===== src/rtl/cpuy_sequencer_if.sv =====
// cpuy_sequencer_if: program-ROM fetch bus between the cpuy sequencer and its ROM.
//   rom_rd   - read request, held high until acknowledged
//   rom_addr - byte address (the sequencer's PC)
//   rom_data - read data, valid in the cycle rom_ack is high
//   rom_ack  - data valid / request accepted
// master modport: sequencer side; slave modport: ROM side.
interface cpuy_sequencer_if #(
    parameter int unsigned PC_W = 8
);
    logic            rom_rd;
    logic [PC_W-1:0] rom_addr;
    logic [7:0]      rom_data;
    logic            rom_ack;

    modport master (output rom_rd, rom_addr, input  rom_data, rom_ack);
    modport slave  (input  rom_rd, rom_addr, output rom_data, rom_ack);
endinterface


===== src/rtl/cpuy_sequencer.sv =====
// cpuy_sequencer: fetch/execute controller for the cpuy core.
// Fetches opcode and W operand from program ROM, hands them to the clocked
// ucode decoder, then steps the datapath through EXEC, optional high-byte
// writeback and optional stack phase. Owns PC, SP, halt and fault state.
// Ports:
//   clk, rst_n           - clock, asynchronous active-low reset
//   halt_req             - stop at the next instruction boundary
//   rom                  - ROM fetch bus (master modport)
//   opcode, w            - latched instruction bytes to the decoder
//   jump_*, stack_*,
//   alu_multibyte_result - registered decoder outputs
//   exec_en, wb_hi_en,
//   stack_push, stack_pop- one-cycle datapath strobes
//   sp, state            - stack pointer and debug FSM state
//   halted, fault        - HALT indication, sticky stack fault
module cpuy_sequencer #(
    parameter int unsigned     PC_W     = 8,
    parameter int unsigned     SP_W     = 3,
    parameter logic [PC_W-1:0] RESET_PC = '0
) (
    input  logic                clk,
    input  logic                rst_n,
    input  logic                halt_req,
    cpuy_sequencer_if.master    rom,
    output logic [7:0]          opcode,
    output logic [7:0]          w,
    input  logic                jump_operation,
    input  logic                jump_condition,
    input  logic                stack_operation,
    input  logic                stack_direction,
    input  logic                alu_multibyte_result,
    output logic                exec_en,
    output logic                wb_hi_en,
    output logic                stack_push,
    output logic                stack_pop,
    output logic [SP_W-1:0]     sp,
    output logic [3:0]          state,
    output logic                halted,
    output logic                fault
);

    typedef enum logic [3:0] {
        IDLE     = 4'd0,
        FETCH_OP = 4'd1,
        FETCH_W  = 4'd2,
        DECODE   = 4'd3,
        EXEC     = 4'd4,
        WB_HI    = 4'd5,
        STACK    = 4'd6,
        HALT     = 4'd7,
        FAULT    = 4'd8
    } state_t;

    state_t          st;
    state_t          bnd_state;
    logic [PC_W-1:0] pc;
    logic            rd_q;
    logic            sp_full;
    logic            sp_empty;
    logic            push_ok;
    logic            pop_ok;

    assign rom.rom_rd   = rd_q;
    assign rom.rom_addr = pc;
    assign state        = st;

    always_comb begin
        sp_full   = (sp == '1);
        sp_empty  = (sp == '0);
        push_ok   = stack_direction && !sp_full;
        pop_ok    = !stack_direction && !sp_empty;
        bnd_state = halt_req ? HALT : FETCH_OP;
    end

    // Every output is a register loaded on the transition into the state it
    // belongs to, so strobes line up exactly with their state and nothing
    // combinational reaches them from rom_ack. The stack strobe is decided on
    // entry to STACK from the SP value that STACK itself will test.
    always_ff @(posedge clk or negedge rst_n) begin
        if (!rst_n) begin
            st         <= IDLE;
            pc         <= RESET_PC;
            sp         <= '0;
            opcode     <= '0;
            w          <= '0;
            rd_q       <= 1'b0;
            exec_en    <= 1'b0;
            wb_hi_en   <= 1'b0;
            stack_push <= 1'b0;
            stack_pop  <= 1'b0;
            halted     <= 1'b0;
            fault      <= 1'b0;
        end else begin
            exec_en    <= 1'b0;
            wb_hi_en   <= 1'b0;
            stack_push <= 1'b0;
            stack_pop  <= 1'b0;
            case (st)
                IDLE: begin
                    st     <= bnd_state;
                    halted <= halt_req;
                    rd_q   <= !halt_req;
                end
                FETCH_OP: begin
                    if (rom.rom_ack) begin
                        opcode <= rom.rom_data;
                        pc     <= pc + PC_W'(1);
                        st     <= FETCH_W;
                    end
                end
                FETCH_W: begin
                    if (rom.rom_ack) begin
                        w    <= rom.rom_data;
                        pc   <= pc + PC_W'(1);
                        rd_q <= 1'b0;
                        st   <= DECODE;
                    end
                end
                DECODE: begin
                    st      <= EXEC;
                    exec_en <= 1'b1;
                end
                EXEC: begin
                    if (jump_operation && jump_condition) begin
                        pc <= PC_W'(w);
                    end
                    if (alu_multibyte_result) begin
                        st       <= WB_HI;
                        wb_hi_en <= 1'b1;
                    end else if (stack_operation) begin
                        st         <= STACK;
                        stack_push <= push_ok;
                        stack_pop  <= pop_ok;
                    end else begin
                        st     <= bnd_state;
                        halted <= halt_req;
                        rd_q   <= !halt_req;
                    end
                end
                WB_HI: begin
                    if (stack_operation) begin
                        st         <= STACK;
                        stack_push <= push_ok;
                        stack_pop  <= pop_ok;
                    end else begin
                        st     <= bnd_state;
                        halted <= halt_req;
                        rd_q   <= !halt_req;
                    end
                end
                STACK: begin
                    if (stack_direction ? sp_full : sp_empty) begin
                        fault <= 1'b1;
                        st    <= FAULT;
                    end else begin
                        sp     <= stack_direction ? sp + SP_W'(1) : sp - SP_W'(1);
                        st     <= bnd_state;
                        halted <= halt_req;
                        rd_q   <= !halt_req;
                    end
                end
                HALT: begin
                    if (!halt_req) begin
                        st     <= FETCH_OP;
                        halted <= 1'b0;
                        rd_q   <= 1'b1;
                    end
                end
                FAULT: begin
                    st <= FAULT;
                end
                default: begin
                    st <= IDLE;
                end
            endcase
        end
    end

endmodule


===== src/flat_wrapper.sv =====
// flat-port wrapper written by rule: the top's interface ports become plain ports
module cpuy_sequencer_flat 
#(
    parameter int unsigned     PC_W     = 8,
    parameter int unsigned     SP_W     = 3,
    parameter logic [PC_W-1:0] RESET_PC = '0
)
  (clk, rst_n, halt_req, opcode, w, jump_operation, jump_condition, stack_operation, stack_direction, alu_multibyte_result, exec_en, wb_hi_en, stack_push, stack_pop, sp, state, halted, fault, rom_rom_rd, rom_rom_addr, rom_rom_data, rom_rom_ack);
  cpuy_sequencer_if #(.PC_W(PC_W)) rom_i ();
  input  logic clk;
  input  logic rst_n;
  input  logic halt_req;
  output logic [7:0] opcode;
  output logic [7:0] w;
  input  logic jump_operation;
  input  logic jump_condition;
  input  logic stack_operation;
  input  logic stack_direction;
  input  logic alu_multibyte_result;
  output logic exec_en;
  output logic wb_hi_en;
  output logic stack_push;
  output logic stack_pop;
  output logic [SP_W-1:0] sp;
  output logic [3:0] state;
  output logic halted;
  output logic fault;
  output wire logic [$bits(rom_i.rom_rd)-1:0] rom_rom_rd;
  output wire logic [$bits(rom_i.rom_addr)-1:0] rom_rom_addr;
  input wire logic [$bits(rom_i.rom_data)-1:0] rom_rom_data;
  input wire logic [$bits(rom_i.rom_ack)-1:0] rom_rom_ack;
  assign rom_rom_rd = rom_i.rom_rd;
  assign rom_rom_addr = rom_i.rom_addr;
  assign rom_i.rom_data = rom_rom_data;
  assign rom_i.rom_ack = rom_rom_ack;
  cpuy_sequencer #(.PC_W(PC_W), .SP_W(SP_W), .RESET_PC(RESET_PC)) u_core (.clk(clk), .rst_n(rst_n), .halt_req(halt_req), .rom(rom_i), .opcode(opcode), .w(w), .jump_operation(jump_operation), .jump_condition(jump_condition), .stack_operation(stack_operation), .stack_direction(stack_direction), .alu_multibyte_result(alu_multibyte_result), .exec_en(exec_en), .wb_hi_en(wb_hi_en), .stack_push(stack_push), .stack_pop(stack_pop), .sp(sp), .state(state), .halted(halted), .fault(fault));
endmodule

===== config.mk =====
export PLATFORM = sky130hd
export DESIGN_NAME = cpuy_sequencer_flat
export DESIGN_NICKNAME = d
export VERILOG_FILES = /design/src/rtl/cpuy_sequencer_if.sv /design/src/rtl/cpuy_sequencer.sv /design/src/flat_wrapper.sv
export SDC_FILE = /design/constraint.sdc
export NUM_CORES = 1
export LEC_CHECK = 0
export BUFFER_PORTS_ARGS = -buffer_cell sky130_fd_sc_hd__buf_2
export CAP_MARGIN = 10
export CORE_UTILIZATION = 40
export DETAILED_ROUTE_END_ITERATION = 6
export SKIP_CTS_REPAIR_TIMING = 1
export SLEW_MARGIN = 20
export SYNTH_ARGS = -nofsm -noshare
export SYNTH_HDL_FRONTEND = slang
export SYNTH_SLANG_ARGS = --single-unit

===== constraint.sdc =====
create_clock -name clk -period 4.1 [get_ports clk]
set_input_delay 0.205 -clock clk [delete_from_list [all_inputs] [get_ports clk]]
set_output_delay 0.205 -clock clk [all_outputs]
set_load 0.02 [all_outputs]

==> out/summary.txt <==
Outcome -> completed
Startpoint Class -> flip-flop
RR Endpoint -> u_core.rom.rom_addr[7]
Max_cap viols -> 0
Nets@finish -> 262
Power Density -> 904 mW/mm2
Area contributors post-synth -> dfrtp_1 (46%), mux2_2 (9.3%), nand3_1 (2.7%), a21oi_1 (2.4%), a31oi_1 (1.8%)
Starting Density -> 42.5%
Reg clk slew, reported paths -> 0.09 ns
Arrival @ worst endpoint -> 2.39 ns
Minimum clock period -> 2.17 ns
Worst hold path type -> in2async
Worst vdd ir -> 0.435 mV
Post-placement cell count -> 303
Root Driver -> clkbuf_8
WP data required -> 4.32 ns
Hold Slack -> 0.00716 ns
Distinct cell type count of the synthesized netlist -> 58
Final WS setup -> 1.93 ns
Setup TNS -> 0 ns
Cell taking the most area after synthesis -> dfrtp_1
CP max FO -> 26
H-Tree Depth -> 2
Largest net degree at the start of global routing -> 39
CORE AREA -> 0.00485 mm2
Commonest non-fill, non-tap cell in the layout -> buf_2
Area fraction of the dominant cell type after synthesis -> 46.2%
Via count -> 1,711
Antenna violations before repair -> 0
Syn Area/Cell -> 10.7 um2
Drt total wl -> 4790 um
Worst slew pin tran -> 0.850 ns
Cell Area, Synth -> 0.00206 mm2
Num CTS Buffers -> 5
GPL Wtd Cong -> 0.771
Final hold vios -> 0
Die width -> 73.8 um
CP Capture Type -> flip-flop
Port-buffer cells -> 54
Drt wl/cell -> 15.4 um
Number of synthesized flops with an enable pin -> 0
Remaining DRCs -> 0
Worst skew pair latency -> 0.30 ns
Period utilisation layout -> 52.8%
Vias per inst -> 5.50
TritonRoute pass-1 iters -> 4
Synth Flop Type -> dfrtp_1
R2r worst-path depth -> 3
Flop2flop setup slack -> 1.93 ns
CTS tree -> done
Sequential area share after synthesis -> 46.2%
Leakage -> 1.12 nW
Worst clock skew -> 0.00772 ns
Number of I/O pins -> 55
Final Setup Violations -> 0
Vias in the first global route -> 1,456
Fmax -> 462 MHz
Post-layout util -> 51.2%
GR Overflow Total -> 0
Synth Warn # -> 0
Relative slew slack -> 43.3%
Most frequent cells in the layout -> buf_2 (54), dfrtp_1 (38), mux2_2 (17)
Layout cells sized above 1 -> 36.1%
Die height -> 73.8 um
HPWL after detailed placement -> 3220 um
Non-Filler Instances -> 311
Die area -> 0.00544 mm2
Pins Over Slew Limit -> 0
Final ANT Viol Nets -> 0
Setup Crit Path Kind -> reg2reg
DRT iter0 DRCs -> 139
Setup Slack @ Placement -> 1.97 ns
End point of the critical path -> u_core.rom.rom_addr[7]
Cells after synthesis -> 193
Area Growth Syn to Fin -> 20.5%
Asr flop ratio synth -> 100%
Total global-route track usage -> 18.5%
#FFs+latches synth -> 38
Synth Net Count -> 212
Unrepaired setup endpoints after global routing -> false
Max Buffers Root-to-Sink -> 2
Crit path launch -> u_core.state[2]
Num rows -> 25
Reg2reg start -> u_core.state[2]
Global-route wire length before repair -> 7530 um
CTS sink cnt -> 38
Ant diodes -> 0
==> report_power, final <==
| part | switching [mW] | internal (mW) |
|---|---|---|
| logic | 0.583 | 0.454 |
| registers | 0.258 | 0.552 |
| clock network | 0.151 | 0.244 |
==> metal layers <==
metal | global-route usage (%) | vias to the layer above | part of all wire [%]
li1 | - | 825 | -
met1 | 28.7 | 833 | 50
met2 | 24.8 | 49 | 44
met3 | 5.08 | 4 | 5.4
met4 | 5.13 | 0 | 0.56
met5 | 0 | - | 0
==> synth_stat cells, types with 2 or more instances <==
master	number
mux2_2	17
nand3_1	11
xnor2_1	2
buf_2	2
a21oi_1	10
buf_4	3
clkbuf_1	4
nor3_1	5
buf_6	2
nand2b_1	5
nand4bb_1	2
o31ai_1	2
a2bb2oi_1	3
nor2_2	2
and4_1	2
xor2_1	2
o21ai_0	6
a22o_1	2
nand4_1	3
or3_1	2
o22ai_1	3
and3_1	2
nand2_1	8
o21ai_1	2
a211oi_1	2
a31oi_1	6
nor2_1	9
dfrtp_1	38
inv_1	6
a21o_1	2
==> kinds of logic after synthesis <==
group | after synthesis | share of synthesized area (%)
AO/OA/AOI/OAI | 50 | 16.7
flip-flops | 38 | 46.2
multiplexers | 19 | 10.3
AND/OR/NAND/NOR | 63 | 19.0
adder cells (fa/ha/maj) | 2 | 1.58
buffers and inverters | 17 | 4.50
XOR/XNOR | 4 | 1.70
==> registers in the layout, summed over array words and instances, names as in the netlist <==
name                 flops
u_core.wb_hi_en          1
u_core.stack_pop         1
u_core.opcode            8
u_core.sp                3
u_core.state             4
u_core.fault             1
u_core.rom.rom_addr      8
u_core.rom.rom_rd        1
u_core.exec_en           1
u_core.halted            1
u_core.stack_push        1
u_core.w                 8
==> how the worst min path moves through the flow <==
| stage | startpoint | endpoint | slack [ns] | cells past startpoint |
|---|---|---|---|---|
| floorplan | rst_n | u_core.exec_en | -0.09 | 0 |
| global placement | rst_n | u_core.stack_push | 0.38 | 1 |
| detailed placement | rst_n | u_core.stack_push | 0.37 | 1 |
| CTS | rst_n | u_core.state[1] | 0.04 | 1 |
| global route | rst_n | u_core.state[1] | 0.09 | 1 |
| finish | rst_n | u_core.halted | 0.007 | 1 |
==> through the flow <==
stage,instance area (um2),total power [mW]
floorplan,2060,1.55
global placement,2340,1.85
detailed placement,2340,1.86
CTS,2480,2.25
global route,2480,2.40
finish,2480,2.24
==> area by class of cell <==
| type | instances | area, um2 |
|---|---|---|
| Inverter | 6 | 22.5 |
| Clock inverter | 3 | 68.8 |
| Sequential cell | 38 | 951 |
| Fill cell | 445 | 2370 |
| Timing Repair Buffer | 54 | 270 |
| Multi-Input combinational cell | 138 | 1020 |
| Tap cell | 67 | 83.8 |
| Clock buffer | 5 | 68.8 |
==> critical path: stages, from the launching register on <==
cell and delay (ns):
dfrtp_1 0.79, or4b_1 0.80, a211oi_1 0.32, a2bb2oi_1 0.18
Power figures use the tool's default switching activity.
